<file path="src/rtl/coffee_panel_pkg.sv">
// ============================================================================
// Module   : coffee_panel_pkg
// Purpose  : Shared constants, segment table and monitor state type for the
//            coffee panel display path.
// Revision : 1.0 - initial release
// ============================================================================
`default_nettype none

package coffee_panel_pkg;

  localparam int N_TYPES = 3;

  localparam logic [3:0] CH_BLANK = 4'd15;
  localparam logic [3:0] ST_FIRST = 4'd3;
  localparam logic [3:0] ST_LAST  = 4'd8;

  // Which character codes each display may legally show (bit i = code i).
  localparam logic [15:0] TYPE_LEGAL_MASK  = 16'h0007;
  localparam logic [15:0] STATE_LEGAL_MASK = 16'h81F8;

  // Active-low segments {g,f,e,d,c,b,a} indexed by character code.
  // Entry 15 is the blank (all segments off).
  localparam logic [15:0][6:0] SEG_LUT = {
    7'h7F, 7'h06, 7'h21, 7'h46, 7'h03, 7'h08, 7'h10, 7'h00,
    7'h78, 7'h02, 7'h12, 7'h19, 7'h30, 7'h24, 7'h79, 7'h40
  };

  typedef enum logic [1:0] {
    SYNC   = 2'd0,
    IDLE   = 2'd1,
    BREW   = 2'd2,
    FINISH = 2'd3
  } mon_state_t;

  // Inverse of the display decoder: returns {hit, code}.
  function automatic logic [4:0] seg_lookup(input logic [6:0] pattern);
    logic [4:0] v_result;
    v_result = 5'd0;
    for (int i = 0; i < 16; i++) begin
      if (SEG_LUT[i] == pattern) v_result = {1'b1, 4'(i)};
    end
    return v_result;
  endfunction

endpackage

`default_nettype wire

</file>
<file path="src/rtl/seg_stable_decode.sv">
// ============================================================================
// Module   : seg_stable_decode
// Purpose  : Synchronizes one seven-segment display, waits for the pattern to
//            settle and decodes it back to a character code.
// Revision : 1.0 - initial release
// ============================================================================
`default_nettype none

module seg_stable_decode
  import coffee_panel_pkg::*;
#(
  parameter int          STABLE_CYCLES = 4,
  parameter int          CODE_W        = 4,
  parameter logic [15:0] LEGAL_MASK    = 16'hFFFF
) (
  input  logic              clk,
  input  logic              reset,
  input  logic [6:0]        i_seg,
  output logic              o_accept,
  output logic [CODE_W-1:0] o_code,
  output logic              o_legal
);

  localparam int               c_cnt_w  = $clog2(STABLE_CYCLES + 1);
  localparam logic [c_cnt_w-1:0] c_stable = c_cnt_w'(STABLE_CYCLES);

  logic [6:0]         r_sync1;
  logic [6:0]         r_sync2;
  logic [1:0]         r_sync_vld;
  logic [c_cnt_w-1:0] r_cnt;
  logic [6:0]         r_last;
  logic               r_have_last;

  logic [4:0]         w_lookup;
  logic               w_new;
  logic               w_accept;

  assign w_lookup = seg_lookup(r_sync2);
  assign w_new    = !r_have_last || (r_sync2 != r_last);
  // r_sync_vld keeps the reset value of the synchronizer from counting as data.
  assign w_accept = r_sync_vld[1] && (r_cnt == c_stable) && w_new;

  assign o_accept = w_accept;
  assign o_code   = w_lookup[CODE_W-1:0];
  assign o_legal  = w_lookup[4] && LEGAL_MASK[w_lookup[3:0]];

  // Two-flop synchronizer plus a marker of when its output is real input.
  always_ff @(posedge clk or posedge reset) begin
    if (reset) begin
      r_sync1    <= 7'h7F;
      r_sync2    <= 7'h7F;
      r_sync_vld <= 2'b00;
    end else begin
      r_sync1    <= i_seg;
      r_sync2    <= r_sync1;
      r_sync_vld <= {r_sync_vld[0], 1'b1};
    end
  end

  // Count how many cycles r_sync2 has held its current value (saturating).
  always_ff @(posedge clk or posedge reset) begin
    if (reset) begin
      r_cnt <= '0;
    end else if (!r_sync_vld[1] || (r_sync1 != r_sync2)) begin
      r_cnt <= c_cnt_w'(1);
    end else if (r_cnt != c_stable) begin
      r_cnt <= r_cnt + 1'b1;
    end
  end

  // Remember the last accepted pattern so a re-settle is not a new event.
  always_ff @(posedge clk or posedge reset) begin
    if (reset) begin
      r_last      <= 7'h7F;
      r_have_last <= 1'b0;
    end else if (w_accept) begin
      r_last      <= r_sync2;
      r_have_last <= 1'b1;
    end
  end

endmodule

`default_nettype wire

</file>
<file path="src/rtl/coffee_display_monitor.sv">
// ============================================================================
// Module   : coffee_display_monitor
// Purpose  : Passive observer of the coffee panel displays: decodes them,
//            tracks the brew sequence, counts brews and flags errors.
// Revision : 1.0 - initial release
// ============================================================================
`default_nettype none

module coffee_display_monitor
  import coffee_panel_pkg::*;
#(
  parameter int STABLE_CYCLES = 4,
  parameter int CNT_W         = 8
) (
  input  logic                     clk,
  input  logic                     reset,
  input  logic [6:0]               seg_type,
  input  logic [6:0]               seg_state,
  input  logic [4:0]               led,
  input  logic                     clear_errors,
  output logic [1:0]               type_code,
  output logic                     type_valid,
  output logic [3:0]               state_code,
  output logic                     state_valid,
  output logic                     brew_done,
  output logic [N_TYPES*CNT_W-1:0] brew_count,
  output logic                     led_seen,
  output logic                     illegal_pattern,
  output logic                     seq_error
);

  logic             w_t_acc, w_t_legal, w_s_acc, w_s_legal;
  logic [1:0]       w_t_code;
  logic [3:0]       w_s_code;
  logic             w_state_ev, w_type_valid_eff;
  logic [1:0]       w_type_code_eff;

  mon_state_t       r_state, w_state_next;
  logic [3:0]       r_expected, w_expected_next;
  logic             w_seq_err, w_done, w_start;

  logic [1:0]       r_type_code, r_brew_type;
  logic             r_type_valid, r_state_valid, r_brew_done;
  logic [3:0]       r_state_code;
  logic [4:0]       r_led_s1, r_led_s2;
  logic             r_led_seen, r_illegal, r_seq_error;
  logic [CNT_W-1:0] r_count [N_TYPES];

  seg_stable_decode #(
    .STABLE_CYCLES (STABLE_CYCLES),
    .CODE_W        (2),
    .LEGAL_MASK    (TYPE_LEGAL_MASK)
  ) u_type_dec (
    .clk      (clk),
    .reset    (reset),
    .i_seg    (seg_type),
    .o_accept (w_t_acc),
    .o_code   (w_t_code),
    .o_legal  (w_t_legal)
  );

  seg_stable_decode #(
    .STABLE_CYCLES (STABLE_CYCLES),
    .CODE_W        (4),
    .LEGAL_MASK    (STATE_LEGAL_MASK)
  ) u_state_dec (
    .clk      (clk),
    .reset    (reset),
    .i_seg    (seg_state),
    .o_accept (w_s_acc),
    .o_code   (w_s_code),
    .o_legal  (w_s_legal)
  );

  // A type accepted this cycle takes effect before a brew start in the same cycle.
  assign w_type_valid_eff = w_t_acc ? w_t_legal : r_type_valid;
  assign w_type_code_eff  = (w_t_acc && w_t_legal) ? w_t_code : r_type_code;
  assign w_state_ev       = w_s_acc && w_s_legal;

  // Decoded display registers; illegal patterns drop valid but keep the code.
  always_ff @(posedge clk or posedge reset) begin
    if (reset) begin
      r_type_code   <= 2'd0;
      r_type_valid  <= 1'b0;
      r_state_code  <= CH_BLANK;
      r_state_valid <= 1'b0;
    end else begin
      if (w_t_acc) begin
        r_type_valid <= w_t_legal;
        if (w_t_legal) r_type_code <= w_t_code;
      end
      if (w_s_acc) begin
        r_state_valid <= w_s_legal;
        if (w_s_legal) r_state_code <= w_s_code;
      end
    end
  end

  // Sequence FSM next state, driven only by legal accepted state events.
  always_comb begin
    w_state_next    = r_state;
    w_expected_next = r_expected;
    w_seq_err       = 1'b0;
    w_done          = 1'b0;
    w_start         = 1'b0;
    if (w_state_ev) begin
      case (r_state)
        SYNC: begin
          if (w_s_code == CH_BLANK) w_state_next = IDLE;
        end
        IDLE: begin
          if (w_s_code == ST_FIRST && w_type_valid_eff) begin
            w_state_next    = BREW;
            w_start         = 1'b1;
            w_expected_next = ST_FIRST + 4'd1;
          end else begin
            w_seq_err    = 1'b1;
            w_state_next = SYNC;
          end
        end
        BREW: begin
          if (w_s_code == r_expected) begin
            if (w_s_code == ST_LAST) w_state_next = FINISH;
            else w_expected_next = r_expected + 4'd1;
          end else begin
            w_seq_err    = 1'b1;
            w_state_next = SYNC;
          end
        end
        FINISH: begin
          if (w_s_code == CH_BLANK) begin
            w_done       = 1'b1;
            w_state_next = IDLE;
          end else begin
            w_seq_err    = 1'b1;
            w_state_next = SYNC;
          end
        end
        default: w_state_next = SYNC;
      endcase
    end
  end

  // FSM state, expected step, latched brew type and the done pulse.
  always_ff @(posedge clk or posedge reset) begin
    if (reset) begin
      r_state     <= SYNC;
      r_expected  <= ST_FIRST;
      r_brew_type <= 2'd0;
      r_brew_done <= 1'b0;
    end else begin
      r_state     <= w_state_next;
      r_expected  <= w_expected_next;
      r_brew_done <= w_done;
      if (w_start) r_brew_type <= w_type_code_eff;
    end
  end

  // Saturating per-type brew counters.
  always_ff @(posedge clk or posedge reset) begin
    if (reset) begin
      for (int i = 0; i < N_TYPES; i++) r_count[i] <= '0;
    end else begin
      for (int i = 0; i < N_TYPES; i++) begin
        if (w_done && r_brew_type == 2'(i) && r_count[i] != {CNT_W{1'b1}})
          r_count[i] <= r_count[i] + 1'b1;
      end
    end
  end

  // LED synchronizer and activity flag; a completed brew clears it first.
  always_ff @(posedge clk or posedge reset) begin
    if (reset) begin
      r_led_s1   <= 5'd0;
      r_led_s2   <= 5'd0;
      r_led_seen <= 1'b0;
    end else begin
      r_led_s1 <= led;
      r_led_s2 <= r_led_s1;
      if (w_done) r_led_seen <= 1'b0;
      else if (r_led_s2 != 5'd0) r_led_seen <= 1'b1;
    end
  end

  // Sticky error flags; a new error outranks a simultaneous clear.
  always_ff @(posedge clk or posedge reset) begin
    if (reset) begin
      r_illegal   <= 1'b0;
      r_seq_error <= 1'b0;
    end else begin
      if ((w_t_acc && !w_t_legal) || (w_s_acc && !w_s_legal)) r_illegal <= 1'b1;
      else if (clear_errors) r_illegal <= 1'b0;
      if (w_seq_err) r_seq_error <= 1'b1;
      else if (clear_errors) r_seq_error <= 1'b0;
    end
  end

  for (genvar g = 0; g < N_TYPES; g++) begin : g_count_out
    assign brew_count[g*CNT_W +: CNT_W] = r_count[g];
  end

  assign type_code       = r_type_code;
  assign type_valid      = r_type_valid;
  assign state_code      = r_state_code;
  assign state_valid     = r_state_valid;
  assign brew_done       = r_brew_done;
  assign led_seen        = r_led_seen;
  assign illegal_pattern = r_illegal;
  assign seq_error       = r_seq_error;

endmodule

`default_nettype wire

</file>
<file path="config.mk">
export PLATFORM = sky130hd
export DESIGN_NAME = coffee_display_monitor
export DESIGN_NICKNAME = d
export VERILOG_FILES = /design/src/rtl/coffee_panel_pkg.sv /design/src/rtl/seg_stable_decode.sv /design/src/rtl/coffee_display_monitor.sv
export SDC_FILE = /design/constraint.sdc
export NUM_CORES = 1
export LEC_CHECK = 0
export ABC_AREA = 1
export BUFFER_PORTS_ARGS = -buffer_cell sky130_fd_sc_hd__buf_2
export CELL_PAD_IN_SITES_DETAIL_PLACEMENT = 1
export CELL_PAD_IN_SITES_GLOBAL_PLACEMENT = 1
export CORE_MARGIN = 10
export CORE_UTILIZATION = 48
export CTS_CLUSTER_SIZE = 16
export DETAILED_ROUTE_END_ITERATION = 10
export PLACE_DENSITY_LB_ADDON = 0.1
export SLEW_MARGIN = 25
export SYNTH_ARGS = -nofsm -noshare
export SYNTH_HDL_FRONTEND = slang
export SYNTH_SLANG_ARGS = --single-unit
</file>
<file path="constraint.sdc">
create_clock -name clk -period 9.7 [get_ports clk]
set_input_delay 1.94 -clock clk [delete_from_list [all_inputs] [get_ports clk]]
set_output_delay 1.94 -clock clk [all_outputs]
set_load 0.005 [all_outputs]
</file>
======== Yosys cells after proc, flatten, opt, wreduce, memory -nomap -nowiden ========
Memories as Yosys holds them, arrays and structs flattened.
Cells that the tools add are included.
cells by class
  add/subtract/negate cells ............... 6
  magnitude comparators ................... 2
  equal/unequal tests ..................... 55
  muxes and demuxes ....................... 66
  reductions and logical operators ........ 43
operators with widths
  cell                                                                           number
  5-bit two-way mux                                                              32
  7-bit equality test (first input constant)                                     10
  5-bit by 7-bit equality test with 1-bit output (first input constant)          6
  6-bit by 7-bit equality test with 1-bit output (first input constant)          6
  2-bit by 7-bit equality test with 1-bit output (first input constant)          4
  7-bit != test                                                                  4
  8-bit by 1-bit adder with 8-bit output (second input constant)                 3
  8-bit != test (second input constant)                                          3
  1-bit two-way mux                                                              19
  1-bit logical AND                                                              17
  3-bit by 7-bit equality test with 1-bit output (first input constant)          2
  4-bit by 7-bit equality test with 1-bit output (first input constant)          2
  7-bit zero test                                                                2
  3-bit two-way mux                                                              4
  4-bit two-way mux                                                              3
  2-bit nonzero test                                                             6
  4-bit by 5-bit less-than comparator with 1-bit output (second input constant)  2
  2-bit two-way mux                                                              5
  3-bit != test (second input constant)                                          3
  4-bit equality test (second input constant)                                    2
  2-bit != test (second input constant)                                          4
  2-bit one-hot mux with 4 select lines                                          1
  4-bit one-hot mux with 2 select lines                                          1
  3-bit by 1-bit adder with 3-bit output (second input constant)                 2
  14 further kinds                                                               29
storage, ports and cells
  register bits ........................... 108
  ROM bits ................................ 32
  bits of input ports ..................... 22
  output and inout bits ................... 36
  memories ................................ 2
memory list
  name              words  bits a word  rd ports  clocked after Yosys merged registers in  wr ports  RTL line                 RTL
  (name not given)  16     1            1         0                                        0         seg_stable_decode.sv:45  assign o_legal = w_lookup[4] && LEGAL_MASK[w_lookup[3:0]];
  (name not given)  16     1            1         0                                        0         seg_stable_decode.sv:45

======== Depth between registers and ports, before layout ========
  depth in word-level cells ............... 26
  depth in mapped cells ................... 19

======== Modules after synthesis ========
Synthesis repeated with hierarchy kept, for this count alone.
second synthesis, totals
  cells, all modules ...................... 639
  area, all modules ....................... 5413.9 um2
by module, submodules not included
  module                            instances  cells an instance  area an instance (um2)
  coffee_display_monitor            1          318                2652.5
  seg_stable_decode at u_state_dec  1          158                1386.3
  seg_stable_decode at u_type_dec   1          163                1375.1

======== Worst setup path after synthesis ========
Ideal clock, no wire load.
  path type ............................... register to output
  start ................................... reg r_state_code[0] (netlist: state_code[0])
  end ..................................... out state_code[0]
  arrival ................................. 0.510 ns
  required time ........................... 7.760 ns
  path slack .............................. 7.250 ns
  cell stages (with the launch flop) ...... 1
  path buffers ............................ 0
  path through ............................ dfstp_2
RTL lines
  item                      RTL line                      RTL
  start: declaration        coffee_display_monitor.sv:44  logic [3:0] r_state_code;
  start signal: assignment  coffee_display_monitor.sv:94  if (w_s_legal) r_state_code <= w_s_code;
  end: declaration          coffee_display_monitor.sv:23  output logic [3:0] state_code,
No word-level cell between the ends.

======== Worst setup path in the final report ========
  start ................................... reg r_state_code[0] (netlist: state_code[0])
  end ..................................... out state_code[0]
No word-level cell between the ends.

==> results.toml <==
[outcome]
outcome = "completed"

[critical_path]
crit-reg2reg-launch = "u_state_dec.r_sync2[5]"
worst_path_dominant_cell_family = "flip-flops"
cp_cell_sequence = "buf_2"
setup.worst_path.start_class = "flip-flop"
max_fo_critical_path = 2
cp_data_arrival_time_ns = 1.03
worstSetupPathType = "reg2out"
timing.reg2reg.setup_slack_ns = 7.01
timing.critical_path.slowest_stage_cell = "sky130_fd_sc_hd__dfstp_2"
max_stage_delay_ns = 0.55
r2r_cells = 12
critPathCaptureType = "primary output"
timing.critical_path.buf_inv = 1
timing.critical_path.required_ns = 7.76
crit-reg2reg-capture = "brew_count[21]"
cp_num_cells = 1

[place]
dp.final_hpwl_mm = 10.0
dpl-instance-area_sq_mm = 0.00578
count_of_buffers_inserted_at_the_top_level_ports = 57
gp_congestion = 0.844
dpl_worst_slack_ns = 6.38

[timing]
setup_tns_ns = 0
final_worst_path_cycle_share = 0.306
maxSlewViolCount = 0
worst_slack_ns = 6.73
max_slew.worst_pin.slew_ns = 0.727
report.final.setup_viol = 0
fmax_mhz = 337
grt_setup_unrepaired = "false"
worst_hold_slack_ns = 0.359
worst_clock_skew_ns = 0.0183
finalHoldViolations = 0
timing.slew.headroom = 0.515
period_minus_slack_ns = 2.97

[job]
cap_viol_max_count = 0

[routing]
via_count = 4404
routedWlPerCell_microns = 15.5
drt-initial-drc-count = 240
drc_errors_left = 0
drt_pre_antenna_iters = 6
drt-vias-per-instance = 5.26
ant_nets = 0
postRouteWirelength_mm = 13.0

[cts]
clk_root_buffer_cell = "sky130_fd_sc_hd__clkbuf_8"
clk_pin_slew_ns = 0.10
tritoncts.num_buffers = 9
cts_resized = 0
cts_tree = "built"
ctsHtreeMaxLevel = 3
cts_setup_buffers = 0
clock-sinks = 106
cts_buffer_depth = 2
clock_insertion_delay_worst_skew_ns = 0.38
hold_buffers = 0

[floorplanning]
core-area_sq_mm = 0.0109
starting_density = 0.492
site_row_count = 38
die_height_microns = 126
die_w_microns = 126
io-pin-count = 58
die_area_sq_mm = 0.0158

[synth]
ys_warn_count = 0
mappedNetlistNets = 660
syn_avg_cell_area_sq_um = 8.50
synthesis.area_sq_mm = 0.00536
synth.yosys.seq_area_share = 0.506
synth_seq_cells = 106
number_of_standard_cells_after_synthesis = 630
synth.lib_cells_used.distinct = 41

[worst_hold_path]
holdCritPathClass = "reg2reg"
worstHoldPathCells = 0
whs_endpoint = "r_led_s2[2]"
worst_hold_startpoint = "r_led_s1[2]"

[global_route]
vias_in_the_first_global_route = 4839
first_pass_grt_wire_length_mm = 22.7
grt_util_met2 = 0.289
global_route.usage.total = 0.168
gr-usage-met3 = 0.0386
busiest_layer = "met2"
antenna_found_initial = 0
gr-total-overflow = 0
met1_track_demand_over_resource = 0.205
grt_max_degree = 86

[cells_and_area]
antenna-diode-count = 0
layout.cell_area.non_filler_sq_mm = 0.00598
syn2layout_area_growth_pct = 11.6
fraction_of_final_layout_cells_with_drive_strength_greater_than_1 = 0.241
final_net_count = 723

[pwr]
worst_ir_drop_vdd_mv = 0.0844
leakagePower_nw = 2.88
power.density_cell_area_mw_per_mm2 = 129
-- stage by stage --
stage               instances  utilization  total power [mW]
floorplan                 630            -             0.499
global placement          822        0.531             0.512
detailed placement        822        0.531             0.514
CTS                       838        0.549             0.782
global route              838        0.549             0.812
finish                    838        0.549             0.774
-- report_power, final --
group	switching, mW	total (mW)	internal [mW]
registers	0.00938	0.465	0.456
clock network	0.167	0.268	0.101
logic	0.0284	0.0412	0.0128
total	0.205	0.774	0.569
-- how the worst max path moves through the flow --
stage,from,endpoint,slack (ns)
2_1_floorplan,reset,brew_count[0],5.05
3_3_place_gp,reset,brew_count[16],6.44
3_5_place_dp,reset,brew_count[17],6.38
4_1_cts,state_code[1],state_code[1],6.71
5_1_grt,brew_count[11],brew_count[11],6.68
6_report,state_code[0],state_code[0],6.73
-- registers in the layout, summed over array words and instances (netlist names), 2 cells and up --
signal / count
brew_count: 24
u_state_dec.r_last: 7
u_state_dec.r_sync1: 7
u_state_dec.r_sync2: 7
u_type_dec.r_last: 7
u_type_dec.r_sync1: 7
u_type_dec.r_sync2: 7
r_led_s1: 5
r_led_s2: 5
r_expected: 4
state_code: 4
u_state_dec.r_cnt: 3
u_type_dec.r_cnt: 3
r_brew_type: 2
r_state: 2
type_code: 2
u_state_dec.r_sync_vld: 2
-- synth_stat cells --
cell type                   instances  area (sq um)
sky130_fd_sc_hd__nand2_1          187           702
sky130_fd_sc_hd__buf_6              1          11.3
sky130_fd_sc_hd__a211oi_1           1          7.51
sky130_fd_sc_hd__or2_2              4          25.0
sky130_fd_sc_hd__o211ai_1           1          7.51
sky130_fd_sc_hd__xor2_1            18           158
sky130_fd_sc_hd__nand2_4            2          22.5
sky130_fd_sc_hd__clkbuf_1           3          11.3
sky130_fd_sc_hd__nor2_4             6          67.6
sky130_fd_sc_hd__o2111ai_1          1          8.76
sky130_fd_sc_hd__nand4_1           27           169
sky130_fd_sc_hd__nor2_1            41           154
sky130_fd_sc_hd__conb_1             1          3.75
sky130_fd_sc_hd__a21oi_1            7          35.0
sky130_fd_sc_hd__nand3b_1           1          7.51
sky130_fd_sc_hd__nor2_2             5          31.3
sky130_fd_sc_hd__inv_4              1          6.26
sky130_fd_sc_hd__nand2_2            9          56.3
sky130_fd_sc_hd__buf_8              1          15.0
sky130_fd_sc_hd__o22ai_1            4          25.0
sky130_fd_sc_hd__nand3b_4           1          20.0
sky130_fd_sc_hd__inv_1             67           251
sky130_fd_sc_hd__nor3_2             1          10.0
sky130_fd_sc_hd__dfrtp_1           58          1450
sky130_fd_sc_hd__buf_2              1          5.00
sky130_fd_sc_hd__a22oi_1            1          7.51
sky130_fd_sc_hd__nand3_2            7          70.1
sky130_fd_sc_hd__nor4_1             5          31.3
sky130_fd_sc_hd__o31ai_1            2          15.0
sky130_fd_sc_hd__o21ai_1            1          5.00
sky130_fd_sc_hd__dfstp_2           48          1260
sky130_fd_sc_hd__ha_1               8           100
sky130_fd_sc_hd__or4_1              1          7.51
sky130_fd_sc_hd__xnor2_1           10          87.6
sky130_fd_sc_hd__nor3_1            16          80.1
sky130_fd_sc_hd__inv_2              8          30.0
sky130_fd_sc_hd__or2_1              1          6.26
sky130_fd_sc_hd__a2111oi_0          3          26.3
sky130_fd_sc_hd__nand3_1           37           185
sky130_fd_sc_hd__nand4_4            1          21.3
sky130_fd_sc_hd__o21ai_0           32           160
-- kinds of logic (layout without fill, tap and decap cells) --
kind of cell,Yosys count,count (layout),share of synthesized area
flops,106,106,0.506
other cells,1,1,0.000700
compound gates,53,53,0.0556
xor+xnor,28,28,0.0458
buf+inv,82,150,0.0617
fa+ha+maj,8,8,0.0187
simple gates,352,352,0.311
-- cell usage in the layout, fill, tap and decap left out, types with 2 or more instances in the layout --
cell type / Yosys / routed
sky130_fd_sc_hd__xnor2_1: 10 / 10
sky130_fd_sc_hd__o21ai_0: 32 / 32
sky130_fd_sc_hd__o22ai_1: 4 / 4
sky130_fd_sc_hd__xor2_1: 18 / 18
sky130_fd_sc_hd__a21oi_1: 7 / 7
sky130_fd_sc_hd__inv_8: 0 / 2
sky130_fd_sc_hd__nand3_2: 7 / 7
sky130_fd_sc_hd__nor2_2: 5 / 5
sky130_fd_sc_hd__dfrtp_1: 58 / 58
sky130_fd_sc_hd__nor2_1: 41 / 41
sky130_fd_sc_hd__nand2_1: 187 / 187
sky130_fd_sc_hd__o31ai_1: 2 / 2
sky130_fd_sc_hd__nor2_4: 6 / 6
sky130_fd_sc_hd__a2111oi_0: 3 / 3
sky130_fd_sc_hd__ha_1: 8 / 8
sky130_fd_sc_hd__nand4_1: 27 / 27
sky130_fd_sc_hd__nor3_1: 16 / 16
sky130_fd_sc_hd__or2_2: 4 / 4
sky130_fd_sc_hd__nor4_1: 5 / 5
sky130_fd_sc_hd__nand2_2: 9 / 9
sky130_fd_sc_hd__dfstp_2: 48 / 48
sky130_fd_sc_hd__inv_2: 8 / 8
sky130_fd_sc_hd__buf_2: 1 / 57
sky130_fd_sc_hd__nand3_1: 37 / 37
sky130_fd_sc_hd__inv_4: 1 / 4
sky130_fd_sc_hd__inv_1: 67 / 66
sky130_fd_sc_hd__nand2_4: 2 / 2
sky130_fd_sc_hd__clkbuf_8: 0 / 9
-- per-layer routing --
layer  part of all wire  wire length [microns]  vias up
met2               0.50                   6540       46
met5                  0                      0        -
met4              0.012                    160        0
met1               0.46                   5970     2182
li1                   -                      -     2160
met3              0.028                    360       16
-- cell type report --
type	count	area [sq um]
clock buffers	9	124
fillers	1345	4910
flip-flops and latches	106	2710
repair buffers	58	297
clock inverters	7	67.6
well taps	140	175
multi-input cells	442	2310
inverters	76	290
Power figures use the tool's default switching activity.
